File: config.mk
export PLATFORM = sky130hd
export DESIGN_NAME = sn_stream_decoder
export DESIGN_NICKNAME = d
export VERILOG_FILES = /design/src/rtl/sn_pkg.sv /design/src/rtl/sn_window_counter.sv /design/src/rtl/sn_stream_decoder.sv
export SDC_FILE = /design/constraint.sdc
export NUM_CORES = 1
export LEC_CHECK = 0
export CAP_MARGIN = 20
export CORE_ASPECT_RATIO = 0.75
export CORE_UTILIZATION = 35
export CTS_BUF_LIST = sky130_fd_sc_hd__clkbuf_4
export DETAILED_ROUTE_END_ITERATION = 16
export SYNTH_ARGS = -nofsm -noshare
export SYNTH_HDL_FRONTEND = slang
export SYNTH_SLANG_ARGS = --single-unit
File: constraint.sdc
create_clock -name clk -period 2 [get_ports clk]
set_clock_uncertainty 0.1 [all_clocks]
set_input_delay 0.3 -clock clk [delete_from_list [all_inputs] [get_ports clk]]
set_output_delay 0.3 -clock clk [all_outputs]
set_load 0.02 [all_outputs]
File: src/rtl/sn_pkg.sv
// Shared types and helpers for the stochastic-number datapath blocks.
// Includes the decoder state enum and the unipolar-to-bipolar conversion.
package sn_pkg;

   typedef enum logic {
      IDLE  = 1'b0,
      ACCUM = 1'b1
   } sn_dec_state_e;

   localparam int unsigned WIN_LOG2_DEFAULT = 3;

   // Maps a ones count over a 2**win_log2 window onto the signed range -WINDOW..+WINDOW.
   function automatic int sn_bipolar(input int count, input int win_log2);
      return 2 * count - (1 << win_log2);
   endfunction

endpackage

File: src/rtl/sn_window_counter.sv
// Window accumulator: counts valid bits and ones over a 2**WIN_LOG2 window.
// Flags win_done on the last bit and presents the final count including that bit.
module sn_window_counter
   import sn_pkg::*;
#(
   parameter int unsigned WIN_LOG2 = WIN_LOG2_DEFAULT
) (
   input  logic              clk,
   input  logic              rst_n,
   input  logic              clr,
   input  logic              inc,
   input  logic              sn_bit,
   output logic              win_done,
   output logic [WIN_LOG2:0] final_count
);

   localparam logic [WIN_LOG2-1:0] LAST_IDX = '1;

   logic [WIN_LOG2-1:0] bit_cnt_q, bit_cnt_d;
   logic [WIN_LOG2:0]   ones_q, ones_d;

   assign win_done    = inc && (bit_cnt_q == LAST_IDX);
   assign final_count = ones_q + {{WIN_LOG2{1'b0}}, sn_bit};

   always_comb begin
      bit_cnt_d = bit_cnt_q;
      ones_d    = ones_q;
      if (clr || win_done) begin
         bit_cnt_d = '0;
         ones_d    = '0;
      end else if (inc) begin
         bit_cnt_d = bit_cnt_q + 1'b1;
         ones_d    = final_count;
      end
   end

   always_ff @(posedge clk or negedge rst_n) begin
      if (!rst_n) begin
         bit_cnt_q <= '0;
         ones_q    <= '0;
      end else begin
         bit_cnt_q <= bit_cnt_d;
         ones_q    <= ones_d;
      end
   end

endmodule

File: src/rtl/sn_stream_decoder.sv
// Stochastic bitstream decoder: counts ones per window and offers results via valid/ready.
// Define SN_DEC_BIPOLAR_EN to add the signed res_bipolar output.
module sn_stream_decoder
   import sn_pkg::*;
#(
   parameter int unsigned WIN_LOG2 = WIN_LOG2_DEFAULT
) (
   input  logic                       clk,
   input  logic                       rst_n,
   input  logic                       en,
   input  logic                       sn_bit,
   input  logic                       sn_valid,
   output logic [WIN_LOG2:0]          res_count,
   output logic                       res_valid,
   input  logic                       res_ready,
   output logic                       overrun,
   input  logic                       ovr_clr,
`ifdef SN_DEC_BIPOLAR_EN
   output logic                       busy,
   output logic signed [WIN_LOG2+1:0] res_bipolar
`else
   output logic                       busy
`endif
);

   sn_dec_state_e     state_q, state_d;
   logic              busy_q, busy_d;
   logic [WIN_LOG2:0] res_count_q, res_count_d;
   logic              res_valid_q, res_valid_d;
   logic              overrun_q, overrun_d;

   logic              accum_en, win_done, handshake, ovr_set;
   logic [WIN_LOG2:0] final_count;

   // Counting only happens in ACCUM with en still high; en low clears the partial window.
   assign accum_en  = (state_q == ACCUM) && en;
   assign handshake = res_valid_q && res_ready;
   assign ovr_set   = win_done && res_valid_q && !res_ready;

   sn_window_counter #(
      .WIN_LOG2(WIN_LOG2)
   ) u_counter (
      .clk        (clk),
      .rst_n      (rst_n),
      .clr        (!accum_en),
      .inc        (accum_en && sn_valid),
      .sn_bit     (sn_bit),
      .win_done   (win_done),
      .final_count(final_count)
   );

   always_comb begin
      state_d = state_q;
      unique case (state_q)
         IDLE:    if (en)  state_d = ACCUM;
         ACCUM:   if (!en) state_d = IDLE;
         default: state_d = IDLE;
      endcase
      busy_d = (state_d == ACCUM);

      res_count_d = res_count_q;
      res_valid_d = res_valid_q;
      if (win_done) begin
         res_count_d = final_count;
         res_valid_d = 1'b1;
      end else if (handshake) begin
         res_valid_d = 1'b0;
      end

      overrun_d = overrun_q;
      if (ovr_set) begin
         overrun_d = 1'b1;
      end else if (ovr_clr) begin
         overrun_d = 1'b0;
      end
   end

   always_ff @(posedge clk or negedge rst_n) begin
      if (!rst_n) begin
         state_q     <= IDLE;
         busy_q      <= 1'b0;
         res_count_q <= '0;
         res_valid_q <= 1'b0;
         overrun_q   <= 1'b0;
      end else begin
         state_q     <= state_d;
         busy_q      <= busy_d;
         res_count_q <= res_count_d;
         res_valid_q <= res_valid_d;
         overrun_q   <= overrun_d;
      end
   end

   assign res_count = res_count_q;
   assign res_valid = res_valid_q;
   assign overrun   = overrun_q;
   assign busy      = busy_q;

`ifdef SN_DEC_BIPOLAR_EN
   localparam int BW = WIN_LOG2 + 2;

   logic signed [WIN_LOG2+1:0] res_bipolar_q, res_bipolar_d;

   always_comb begin
      res_bipolar_d = res_bipolar_q;
      if (win_done) begin
         res_bipolar_d = BW'(sn_bipolar(int'(final_count), int'(WIN_LOG2)));
      end
   end

   always_ff @(posedge clk or negedge rst_n) begin
      if (!rst_n) begin
         res_bipolar_q <= '0;
      end else begin
         res_bipolar_q <= res_bipolar_d;
      end
   end

   assign res_bipolar = res_bipolar_q;
`endif

endmodule

==> results.toml <==
[synth]
ys_seq_elements = 14
synth_adder_area_share_pct = 7.59
synth_fp_nets = 69
synth_compound_area_share_pct = 8.35
avgSynthCellArea_um2 = 11.4
synthXorXnorAreaFrac_pct = 2.66
netlist_instances = 58
main_combinational_cell_family_by_area_after_synthesis = "simple AND/OR/NAND/NOR gates"
synth_sequential_area_ratio_pct = 53.1
mapped_cell_area_um2 = 659
yosys.area_share.simple_pct = 22.2
muxShareOfSynthArea_pct = 4.93
post_synth_num_cell_types = 21
synthesis.yosys.warnings = 0

[detailed_routing]
route.final.wire_length_um = 1210
ant_nets = 0
first_iter_violations = 5
drt_first_pass_iters = 3
drt-wirelength-per-cell_um = 12.1
drt_drc_violations_left = 0
post_drt_via_cell_ratio = 4.83
routed-via-count = 483

[floorplan]
boundaryPins = 14
die_y_um = 39.6
die_w_um = 52.1
fp.dieArea_um2 = 2060
start_util_pct = 37.5
core_um2 = 1760
std_cell_rows = 13

[finish]
layout_common_cells = "14 x dfrtp_1, 13 x clkdlybuf4s50_1, 6 x nand3b_1, 6 x nand2b_1, 5 x a21oi_1"
num_antenna_cells = 0
mostFrequentLayoutCell = "dfrtp_1"
layout.nets = 90
drive_above_1_share_pct = 12.8
finalInstanceArea_um2 = 870
area_growth_pct = 31.9

[worst_setup_path]
worstReg2RegEnd = "u_counter.ones_q[3]"
worst_r2r_path_depth = 4
timing.critical_path.from = "u_counter.bit_cnt_q[0]"
slack_of_the_worst_reg_to_reg_path_ps = 290
critical_path.endpoint_type = "register"
cp.arrival_ps = 1820
cp_data_required_time_ps = 2110
worstPathMaxFanout = 3
timing.critical_path.to = "u_counter.ones_q[3]"
crit-reg2reg-launch = "u_counter.bit_cnt_q[0]"
timing_worst_setup_path_type = "register to register"
start_kind = "register"

[power_and_ir_drop]
psw_uw = 117
cell_area_power_density_nw_per_um2 = 571
pwr-share-seq_pct = 58.1
swShare_pct = 23.6
pwr-share-clk_pct = 34.1
irDropWorstVdd_uv = 356
internal_power_uw = 379
p_leak_uw = 0.000381
totalPowerFinal_uw = 496
comb_power_share_pct = 7.8

[job]
maxCapViolations = 0

[sta]
final.min_clock_period_ps = 1710
pin_slew_with_the_least_headroom_to_its_limit_ps = 259
setup_repair_after_global_routing_missed_its_margin = "no"
timing.final.max_slew_violations = 0
period_share_pct = 85.7
hold_ws_ps = 210
slew-limit-headroom_pct = 82.7
setup_viol_count_final = 0
timing.final.ws_setup_ps = 286
setup_total_negative_slack_ps = 0
max_clock_freq_mhz = 583
hold_viol_final = 0

[clock_tree]
cts.repair.resized = 0
cts_root_buffer = "clkbuf_4"
cts-root-to-sink-buffers = 2
htreeDepth = 1
numClockSinks = 14
ctsHoldBuffers = 0
total_clock_buffers_created_by_cts = 3
cts_tree = "yes"
cts.reportedPaths.clkPinSlew_ps = 90
clk-insertion-delay-late_ps = 280
postCtsSetupBuffers = 0

[grt]
first_pass_grt_wire_length_um = 2200
grt_pass1_vias = 502
largest_net_degree_at_the_start_of_global_routing = 15
globalRoute.totalOverflow = 0
gr-usage-all-layers_pct = 16.3
number_of_antenna_violations_at_the_first_check_in_global_routing = 0

[placed_design]
port-buffer-count = 13
place_worst_setup_slack_ps = 108
detailed_place_hpwl_um = 882
place_congestion = 0.721
post_dp_cell_area_um2 = 843

[status]
run_status = "completed"

[worst_hold_path]
worst_hold_check_path_type = "primary input to asynchronous set/reset pin"
## worst min-delay path by stage
stage	start	to	slack, ps	depth (start not counted)
after floorplan	rst_n	busy	-100	0
after global placement	res_count[2]	res_count[2]	370	2
after detailed placement	res_count[2]	res_count[2]	370	2
after CTS	rst_n	overrun	210	2
after global routing	rst_n	u_counter.bit_cnt_q[0]	240	2
final	rst_n	overrun	210	2
## sequential cells by signal, summed over array words and instances (netlist names)
| register | cells |
|---|---|
| res_valid | 1 |
| res_count | 4 |
| u_counter.bit_cnt_q | 3 |
| busy | 1 |
| u_counter.ones_q | 4 |
| overrun | 1 |
## stage by stage
stage                     util [%]  cells
after floorplan                  -     58
after global placement        48.0     96
after detailed placement      48.0     96
after CTS                     49.5    100
after global routing          49.5    100
final                         49.5    100
## critical path, cell delays in order (launching register included)
cell	delay, ps
dfrtp_1	410
ha_1	210
ha_1	210
or4b_1	530
a31oi_1	180
## kinds of logic (layout without fill, tap and decap cells)
kind of cell	Yosys count	count (layout)
AOI/OAI and AO/OA	10	10
adders and majority gates	4	4
muxes	3	3
DFF	14	14
buffers and inverters	2	22
and+or+nand+nor	23	23
xor gates and xnor gates	2	2
## layout make-up
class	instances	area, µm²
Tap cell	22	27.5
Inverter	1	3.75
Fill cell	177	887
Sequential cell	14	350
Clock buffer	3	22.5
Multi-Input combinational cell	42	302
Timing Repair Buffer	17	160
Clock inverter	1	3.75
## power groups by stage
stage          sequential, µW  clock, µW  combinational, µW
6_report                  288        169               38.8
5_1_grt                   289        197               44.4
4_1_cts                   288        180               39.8
3_5_place_dp              294          0               39.6
3_3_place_gp              294          0               40.1
2_1_floorplan             295          0               12.5
## cell usage after synthesis
| master | instances | area, µm² |
|---|---|---|
| dfrtp_1 | 14 | 350 |
| nand2b_1 | 6 | 37.5 |
| nand3b_1 | 6 | 45.0 |
| a21oi_1 | 5 | 25.0 |
| ha_1 | 4 | 50.1 |
| nand2_1 | 4 | 15.0 |
| mux2_2 | 2 | 22.5 |
| nor2_1 | 2 | 7.51 |
| o21ai_0 | 2 | 10.0 |
| or2b_1 | 2 | 15.0 |
| a21o_1 | 1 | 7.51 |
| a31oi_1 | 1 | 6.26 |
| clkbuf_1 | 1 | 3.75 |
| inv_1 | 1 | 3.75 |
| mux2i_1 | 1 | 10.0 |
| nand3_2 | 1 | 10.0 |
| nand4_1 | 1 | 6.26 |
| o22ai_1 | 1 | 6.26 |
| or4b_1 | 1 | 10.0 |
| xnor2_1 | 1 | 8.76 |
| xor2_1 | 1 | 8.76 |
## metal layers
| layer | wire length [µm] | global-route usage [%] | vias to the layer above | share of wire (%) |
|---|---|---|---|---|
| met3 | 79 | 8.14 | 5 | 6.5 |
| met5 | 0 | 0 | - | 0 |
| met4 | 20 | 6.08 | 0 | 1.6 |
| met2 | 449 | 25.3 | 11 | 37 |
| li1 | - | - | 244 | - |
| met1 | 664 | 19.2 | 223 | 55 |
No activity file was read; power rests on OpenSTA's default activity.
